File: config.mk
export PLATFORM = sky130hd
export DESIGN_NAME = uart_tx_mmio
export DESIGN_NICKNAME = d
export VERILOG_FILES = /design/src/rtl/uart_tx_mmio_pkg.sv /design/src/rtl/uart_tx_mmio_fifo.sv /design/src/rtl/uart_tx_mmio.sv
export SDC_FILE = /design/constraint.sdc
export NUM_CORES = 1
export LEC_CHECK = 0
export BUFFER_PORTS_ARGS = -buffer_cell sky130_fd_sc_hd__buf_4
export CAP_MARGIN = 0
export CORE_MARGIN = 1
export CORE_UTILIZATION = 60
export CTS_CLUSTER_SIZE = 14
export DETAILED_ROUTE_END_ITERATION = 7
export PLACE_DENSITY = 0.8
export REMOVE_ABC_BUFFERS = 1
export SLEW_MARGIN = 20
export SYNTH_ARGS = -nofsm -noshare
export SYNTH_HDL_FRONTEND = slang
export SYNTH_SLANG_ARGS = --single-unit
export TNS_END_PERCENT = 30
File: constraint.sdc
create_clock -name clk -period 8.9 [get_ports clk]
set_clock_uncertainty 0.15 [all_clocks]
set_input_delay 2.67 -clock clk [delete_from_list [all_inputs] [get_ports clk]]
set_output_delay 2.67 -clock clk [all_outputs]
set_load 0.05 [all_outputs]
File: src/rtl/uart_tx_mmio_pkg.sv
// uart_tx_mmio_pkg: shared constants for the memory-mapped UART transmitter.
//   FSM state encodings and the default store address that enqueues a byte;
//   the address is also referenced by the data-memory address decode.
package uart_tx_mmio_pkg;

   localparam logic [1:0] IDLE  = 2'd0;
   localparam logic [1:0] START = 2'd1;
   localparam logic [1:0] DATA  = 2'd2;
   localparam logic [1:0] STOP  = 2'd3;

   localparam logic [31:0] UART_TX_ADDR = 32'h0000_8000;

endpackage

File: src/rtl/uart_tx_mmio_fifo.sv
// sync_fifo: single-clock FIFO with a separately tracked occupancy count.
//   clk, reset     : clock, synchronous active-high reset
//   push, din      : write request and data; ignored while full
//   pop            : read request; ignored while empty
//   dout           : head entry, valid while not empty
//   count          : occupancy, 0..DEPTH
//   full, empty    : occupancy flags
module sync_fifo #(
   parameter int WIDTH = 8,
   parameter int DEPTH = 16
) (
   input  logic                     clk,
   input  logic                     reset,
   input  logic                     push,
   input  logic                     pop,
   input  logic [WIDTH-1:0]         din,
   output logic [WIDTH-1:0]         dout,
   output logic [$clog2(DEPTH):0]   count,
   output logic                     full,
   output logic                     empty
);

   localparam int AW = $clog2(DEPTH);
   localparam int CW = AW + 1;

   logic [WIDTH-1:0] mem [DEPTH];
   logic [AW-1:0]    rd_ptr;
   logic [AW-1:0]    wr_ptr;
   logic             do_push;
   logic             do_pop;

   // Acceptance looks at the occupancy before the edge, so a push against a
   // full FIFO is dropped even when a pop happens in the same cycle.
   assign do_push = push && !full;
   assign do_pop  = pop && !empty;
   assign full    = count == CW'(DEPTH);
   assign empty   = count == '0;
   assign dout    = mem[rd_ptr];

   always_ff @(posedge clk) begin
      if (do_push) mem[wr_ptr] <= din;
   end

   always_ff @(posedge clk) begin
      if (reset) begin
         rd_ptr <= '0;
         wr_ptr <= '0;
         count  <= '0;
      end else begin
         rd_ptr <= do_pop ? rd_ptr + AW'(1) : rd_ptr;
         wr_ptr <= do_push ? wr_ptr + AW'(1) : wr_ptr;
         count  <= count + CW'(do_push) - CW'(do_pop);
      end
   end

endmodule

File: src/rtl/uart_tx_mmio.sv
// uart_tx_mmio: store-snooping UART transmitter, sends queued bytes as 8N1.
//   clk, reset           : clock, synchronous active-high reset
//   is_store, w_addr     : store strobe and address from the decoder/LSU
//   w_data_byte          : low byte of the store data
//   uart_tx              : registered serial line, idles high
//   tx_busy              : frame in flight or bytes queued
//   fifo_full, fifo_count: FIFO occupancy status
//   overflow             : one-cycle pulse after a dropped store
module uart_tx_mmio
   import uart_tx_mmio_pkg::*;
#(
   parameter int          CLKS_PER_BIT = 868,
   parameter int          FIFO_DEPTH   = 16,
   parameter logic [31:0] TX_ADDR      = UART_TX_ADDR
) (
   input  logic                          clk,
   input  logic                          reset,
   input  logic                          is_store,
   input  logic [31:0]                   w_addr,
   input  logic [7:0]                    w_data_byte,
   output logic                          uart_tx,
   output logic                          tx_busy,
   output logic                          fifo_full,
   output logic [$clog2(FIFO_DEPTH):0]   fifo_count,
   output logic                          overflow
);

   localparam int BW = $clog2(CLKS_PER_BIT);

   logic [1:0]    state;
   logic [BW-1:0] baud;
   logic [2:0]    idx;
   logic [7:0]    shift;
   logic [7:0]    head;
   logic          hit;
   logic          pop;
   logic          empty;
   logic          bit_end;

   assign hit     = is_store && w_addr == TX_ADDR;
   assign pop     = state == IDLE && !empty;
   assign bit_end = baud == BW'(CLKS_PER_BIT - 1);
   assign tx_busy = state != IDLE || fifo_count != '0;

   sync_fifo #(.WIDTH(8), .DEPTH(FIFO_DEPTH)) u_fifo (
      .clk   (clk),
      .reset (reset),
      .push  (hit),
      .pop   (pop),
      .din   (w_data_byte),
      .dout  (head),
      .count (fifo_count),
      .full  (fifo_full),
      .empty (empty)
   );

   // uart_tx is loaded with the level of the state being entered, so the
   // line stays a pure register output.
   always_ff @(posedge clk) begin
      if (reset) begin
         state    <= IDLE;
         baud     <= '0;
         idx      <= '0;
         shift    <= '0;
         uart_tx  <= 1'b1;
         overflow <= 1'b0;
      end else begin
         overflow <= hit && fifo_full;
         baud     <= (state == IDLE || bit_end) ? '0 : baud + BW'(1);
         case (state)
            IDLE: if (pop) begin
               state   <= START;
               shift   <= head;
               uart_tx <= 1'b0;
            end
            START: if (bit_end) begin
               state   <= DATA;
               idx     <= '0;
               uart_tx <= shift[0];
            end
            DATA: if (bit_end) begin
               state   <= idx == 3'd7 ? STOP : DATA;
               idx     <= idx + 3'd1;
               shift   <= shift >> 1;
               uart_tx <= idx == 3'd7 ? 1'b1 : shift[1];
            end
            default: if (bit_end) begin
               state   <= IDLE;
               uart_tx <= 1'b1;
            end
         endcase
      end
   end

endmodule

==> flow_summary.yaml, run 1 <==
power:
  p_per_area_mw_per_mm2: 271
  ir_drop_v: 0.000316
  total_power_mw: 2.24
  p_leak_nw: 2.79
detailed_routing:
  drt_iter0_drc: 330
  drc: 0
  num_vias: 4157
  drt-total-wl_mm: 14.8
  drtAntennaViolNets: 0
  wl_per_cell_um: 21.9
  firstDrtPassIters: 5
  vias_per_cell: 6.18
timing:
  setup_violations: 0
  fmax_ghz: 0.198
  rsz0062_at_grt: "false"
  finalHoldViolCount: 0
  slew_headroom: 0.375
  maxSlewViolCount: 0
  tightest_slew_ps: 934
  period_minus_slack_ps: 5060
  fin_crit_sh: 0.568
  final.setup.tns_ps: 0
clock_tree:
  postCtsHoldBufs: 0
  numCtsBuffers: 17
  clockRootBuffer: "clkbuf_16"
  cts_sinks: 170
  clockBufferDepth: 2
  cts_post_setup_buffers_inserted: 0
  clk_latency_ps: 430
  clk_pin_slew_ps: 60
  cts_tree: "done"
  htree_levels: 4
  cts_resized: 0
logic_synthesis:
  synth-simple-area-share: 0.0980
  synth_top_area_share: 0.542
  synthCells: 455
  synth_area_per_cell_um2: 15.6
  synth_area_leaders: "edfxtp_1 (54%), dfxtp_1 (12%), mux4_2 (9.5%)"
  syn_area_mm2: 0.00710
  synth_top_family_by_area: "multiplexers"
  synth_area_leader_cell: "edfxtp_1"
  yosysSeqAreaShare: 0.660
  synthXorXnorAreaFrac: 0.0185
  ys_warn_count: 0
  synth_fa_ha_area_frac: 0.0346
  ys_ff_latch: 170
  synth_edf_count: 128
  ys.flop_type: "edfxtp_1"
  ys_async_sr_fraction: 0
  synth_cell_types: 49
  synth_compound_area_frac: 0.0485
  synth.area.mux_share: 0.109
die:
  core_area_mm2: 0.0115
  die_x_um: 111
  start_util: 0.619
  rows: 39
  die_area_mm2: 0.0123
  io_pins: 52
  dieHeight_um: 111
outcome:
  status: "complete, no violations"
job:
  cap_violations: 0
grt:
  grt_util_met2: 0.421
  use_met3: 0.0733
  grt_use_met1: 0.322
  grt-ovfl-total: 0
  grt.total_usage: 0.260
  grt_max_degree: 35
  grt_pass1_wl_mm: 23.3
  grt_busiest_layer: "met2"
  antenna_found_initial: 0
  grt_pass1_vias: 4304
setup_path:
  worstRegToRegCells: 14
  crit_chain: "buf_4 -> nor4b_2 -> nand4_1 -> or4_4 -> clkinv_8 -> nand3_2 -> nor2_1"
  crit_cells: 7
  start_kind: "input port"
  cpPeakStageDelay_ps: 750
  slowest_stage: "nor2_1"
  critPathKind: "in -> reg"
  crit_required_ps: 8800
  worstPathArrival_ps: 4960
  crit_fanout: 15
  crit_buf_inv: 2
  critPathTopFamily: "simple AND/OR/NAND/NOR gates"
  cp-end-kind: "register"
place:
  dp_hpwl_mm: 9.43
  gp_congestion: 0.776
  numPortBuffers: 51
  placed_cell_area_mm2: 0.00763
final_layout:
  drive_gt1_frac: 0.272
  area_growth_pct: 16.2
  final_cell_area_mm2: 0.00825
  fin_nets: 579
  antennaDiodeCount: 0
hold_path:
  whs_path_depth: 2
  holdCritPathClass: "reg -> reg"
[tightest hold or removal path, cell delays in order, from the launching register on]
cell and delay (ps):
dfxtp_1 330, nand2_1 60, a21oi_1 50
[state kept, by name (all words and copies together), names as in the netlist, named ones only]
signal         count
idx                3
shift              8
uart_tx            1
u_fifo.wr_ptr      4
u_fifo.mem       128
u_fifo.count       5
baud              10
state              2
overflow           1
u_fifo.rd_ptr      4
[stage by stage]
step	setup WS [ps]	std cells	hold slack (ps)	utilization
2_1_floorplan	3760	434	280	-
3_3_place_gp	3530	641	294	0.666
3_5_place_dp	3400	641	312	0.666
4_1_cts	3830	673	335	0.719
5_1_grt	3650	673	373	0.719
6_report	3840	673	333	0.719
[area by class of cell]
class                   count  area, um^2
flip-flops and latches    170        4690
fillers                   700        3220
multi-input cells         242        2190
repair buffers             64         480
clock buffers              18         429
clock inverters            14         185
well taps                 143         179
inverters                  22        95.1
[layout by cell type, fill, tap and decap left out, drive strengths merged, types with 2 or more instances in the layout]
cell	count
edfxtp	128
buf	64
nor2	45
dfxtp	42
mux4	30
inv	27
nor4	19
ha	18
clkbuf	18
a22oi	15
a21oi	15
nand2	9
xnor2	9
mux2i	9
nor3	8
nand3	8
xor2	6
a211oi	6
nor2b	5
o21ai	5
clkinv	5
nand4	4
nor4b	4
or3	3
nand2b	3
o21a	3
and3	3
bufinv	3
a31oi	2
a21o	2
[report_power, final]
group / leakage, nW / switching, mW / total [mW] / internal [mW]
logic: 1.00 / 0.310 / 0.554 / 0.243
clock network: 0.297 / 0.313 / 0.762 / 0.449
registers: 1.49 / 0.0318 / 0.923 / 0.891
[path summary, 6_finish.rpt]
path	startpoint	to	slack [ps]
setup / recovery	w_addr[1]	u_fifo.mem[12][7]	3840
hold / removal	idx[0]	idx[0]	330
setup reg to reg	u_fifo.count[2]	u_fifo.count[4]	5570
hold reg to reg	idx[0]	idx[0]	330
[Yosys cell counts (6+ instances only)]
cell type    n
a211oi_1     6
inv_1       21
mux2i_1      9
nor2_1      45
nand2_1      9
dfxtp_1     42
xor2_1       6
buf_2        9
xnor2_1      9
a22oi_1     15
a21oi_1     15
mux4_2      30
nor3_1       8
nand3_1      7
ha_1        18
clkbuf_1     6
nor4_1       8
nor4_2      10
edfxtp_1   128
[cell families (layout without fill, tap and decap cells)]
kind of cell	after synthesis	in the layout
compound gates	52	52
fa+ha+maj	19	19
flops	170	170
buf+inv	43	118
xor+xnor	15	15
mux	40	40
simple gates	116	116
[per-layer routing]
metal,up-vias,share of wire
met5,-,0
met2,131,0.52
li1,1875,-
met1,2110,0.39
met4,0,0.037
met3,41,0.061
No activity file was read; power rests on OpenSTA's default activity.
==> run 2, diff against run 1 <==
- CORE_UTILIZATION: 60 -> 54
- PLACE_DENSITY: 0.8 -> 0.77
- clock period: 8.9 -> 4.1 ns (I/O delays scaled with it)
==> run 2 against run 1 <==
Final cell count rose by 5.6%. Hold slack got worse by 16 ps. Sequential power rose by 130%. Critical endpoint is now u_fifo.count[4]. Largest cell class unchanged. Highest routed layer unchanged.
==> flow_summary.yaml, run 2 (synthesis gave the netlist of run 1 again) <==
grt:
  grt_max_degree: 31
  grt_pass1_wl_mm: 21.4
  grt-ovfl-total: 0
  antenna_found_initial: 0
  grt_pass1_vias: 4075
  grt.total_usage: 0.223
hold_path:
  holdPathEnd: "baud[0]"
  whs_path_depth: 1
  holdCritPathClass: "reg -> reg"
  hp-start: "baud[0]"
clock_tree:
  cts_sinks: 170
  clockBufferDepth: 2
  clk_pin_slew_ps: 70
  postCtsHoldBufs: 0
  clockRootBuffer: "clkbuf_16"
  cts_resized: 0
  cts_tree: "done"
  numCtsBuffers: 17
  htree_levels: 4
  clk_latency_ps: 430
  cts_post_setup_buffers_inserted: 0
timing:
  fin_crit_sh: 0.828
  timing.final.ws_setup_ps: 706
  finalHoldViolCount: 0
  maxSlewViolCount: 0
  fmax_ghz: 0.295
  slew_headroom: 0.459
  final.setup.tns_ps: 0
  tightest_slew_ps: 811
  period_minus_slack_ps: 3390
  rsz0062_at_grt: "false"
  setup_violations: 0
final_layout:
  final_cell_mix: "edfxtp_1 (128), buf_4 (73), nor2_1 (45)"
  largest_reg_flops: 128
  fin_nets: 588
  area_growth_pct: 17.3
  final_common_cell: "edfxtp_1"
  drive_gt1_frac: 0.284
  fill_cells: 917
  regMostFlops: "u_fifo.mem"
  antennaDiodeCount: 0
  reg.largest.list: "u_fifo.mem (128), baud (10), shift (8)"
setup_path:
  crit_fanout: 7
  cp-end-kind: "register"
  worstPathArrival_ps: 3540
  start_kind: "input port"
  worstReg2RegEnd: "u_fifo.count[4]"
  reg2reg_slack_ps: 1040
  crit_required_ps: 4250
  worstRegToRegCells: 15
  critPathKind: "in -> reg"
  r2r_start: "u_fifo.count[3]"
die:
  rows: 41
  die_x_um: 117
  core_area_mm2: 0.0127
  dieHeight_um: 117
  start_util: 0.558
  die_area_mm2: 0.0136
  io_pins: 52
detailed_routing:
  firstDrtPassIters: 4
  drt_iter0_drc: 308
  wl_per_cell_um: 19.6
  top_layer_used: "met4"
  num_vias: 4120
  m1WireLength_mm: 5.61
  dr_wl_met3_um: 801
  drt-total-wl_mm: 14.0
  wl_met2_mm: 7.40
  drc: 0
  drtAntennaViolNets: 0
  vias_per_cell: 5.79
power:
  p_per_area_mw_per_mm2: 578
  p_leak_nw: 2.82
  ir_drop_v: 0.000430
place:
  dp_slack_ps: 299
  gp_congestion: 0.780
  dp_hpwl_mm: 9.36
  numPortBuffers: 51
job:
  cap_violations: 0
outcome:
  status: "complete, no violations"
[run 2: changes by cell type in the layout (fill, tap and decap cells not counted), moves of 2 or more]
cell        previous run  this run
buf_4                 64        73
clkinv_4               3         1
clkinvlp_4             1         3
inv_8                  2         0
[run 2: worst max-delay path by stage]
stage / from / end / slack, ps / cells after the start
after CTS: w_addr[0] / u_fifo.count[4] / 740 / 13
final: w_addr[0] / u_fifo.count[4] / 710 / 13
after global routing: w_addr[4] / u_fifo.count[4] / 620 / 13
after detailed placement: w_addr[0] / u_fifo.count[4] / 300 / 13
after global placement: w_addr[0] / u_fifo.count[4] / 380 / 13
after floorplan: w_addr[0] / u_fifo.mem[0][0] / 400 / 4
[run 2: per-stage QoR]
step           power, mW  hold slack [ps]  area, um^2  utilization  std cells
2_1_floorplan       2.92              280        6970            -        434
3_3_place_gp        3.21              294        7740        0.608        679
3_5_place_dp        3.26              306        7740        0.608        679
4_1_cts             4.85              321        8330        0.655        711
5_1_grt             5.04              344        8330        0.655        711
6_report            4.81              317        8330        0.655        711
[run 2: area by class of cell]
class | instances | area [um^2] | share of cell area
clock buffer | 17 | 425 | 0.0511
clock inverter | 15 | 164 | 0.0197
inverter | 22 | 95.1 | 0.0114
multi-input combinational | 242 | 2190 | 0.263
sequential | 170 | 4690 | 0.563
tap | 172 | 215 | 0.0258
timing repair buffer | 73 | 548 | 0.0658
[run 2: routing by layer]
layer | vias to the layer above | GRT usage
met5 | - | 0
met4 | 0 | 0.0650
met3 | 14 | 0.0571
met2 | 104 | 0.379
met1 | 2113 | 0.283
li1 | 1889 | -
[run 2: report_power, final]
group / leakage [nW] / total, mW / internal (mW) / switching [mW]
Clock: 0.279 / 1.59 / 0.907 / 0.688
Sequential: 1.49 / 2.08 / 1.93 / 0.140
Combinational: 1.05 / 1.14 / 0.547 / 0.597
[run 2: worst max-delay path: stages]
cell and delay [ps]:
buf_4 110, nor4_1 260, nand4_1 170, or4_4 600
clkinv_8 90, ha_1 170, inv_1 60, fa_1 410
inv_1 70, a21oi_1 60, nor2_1 120, or3_1 130
a21oi_1 60
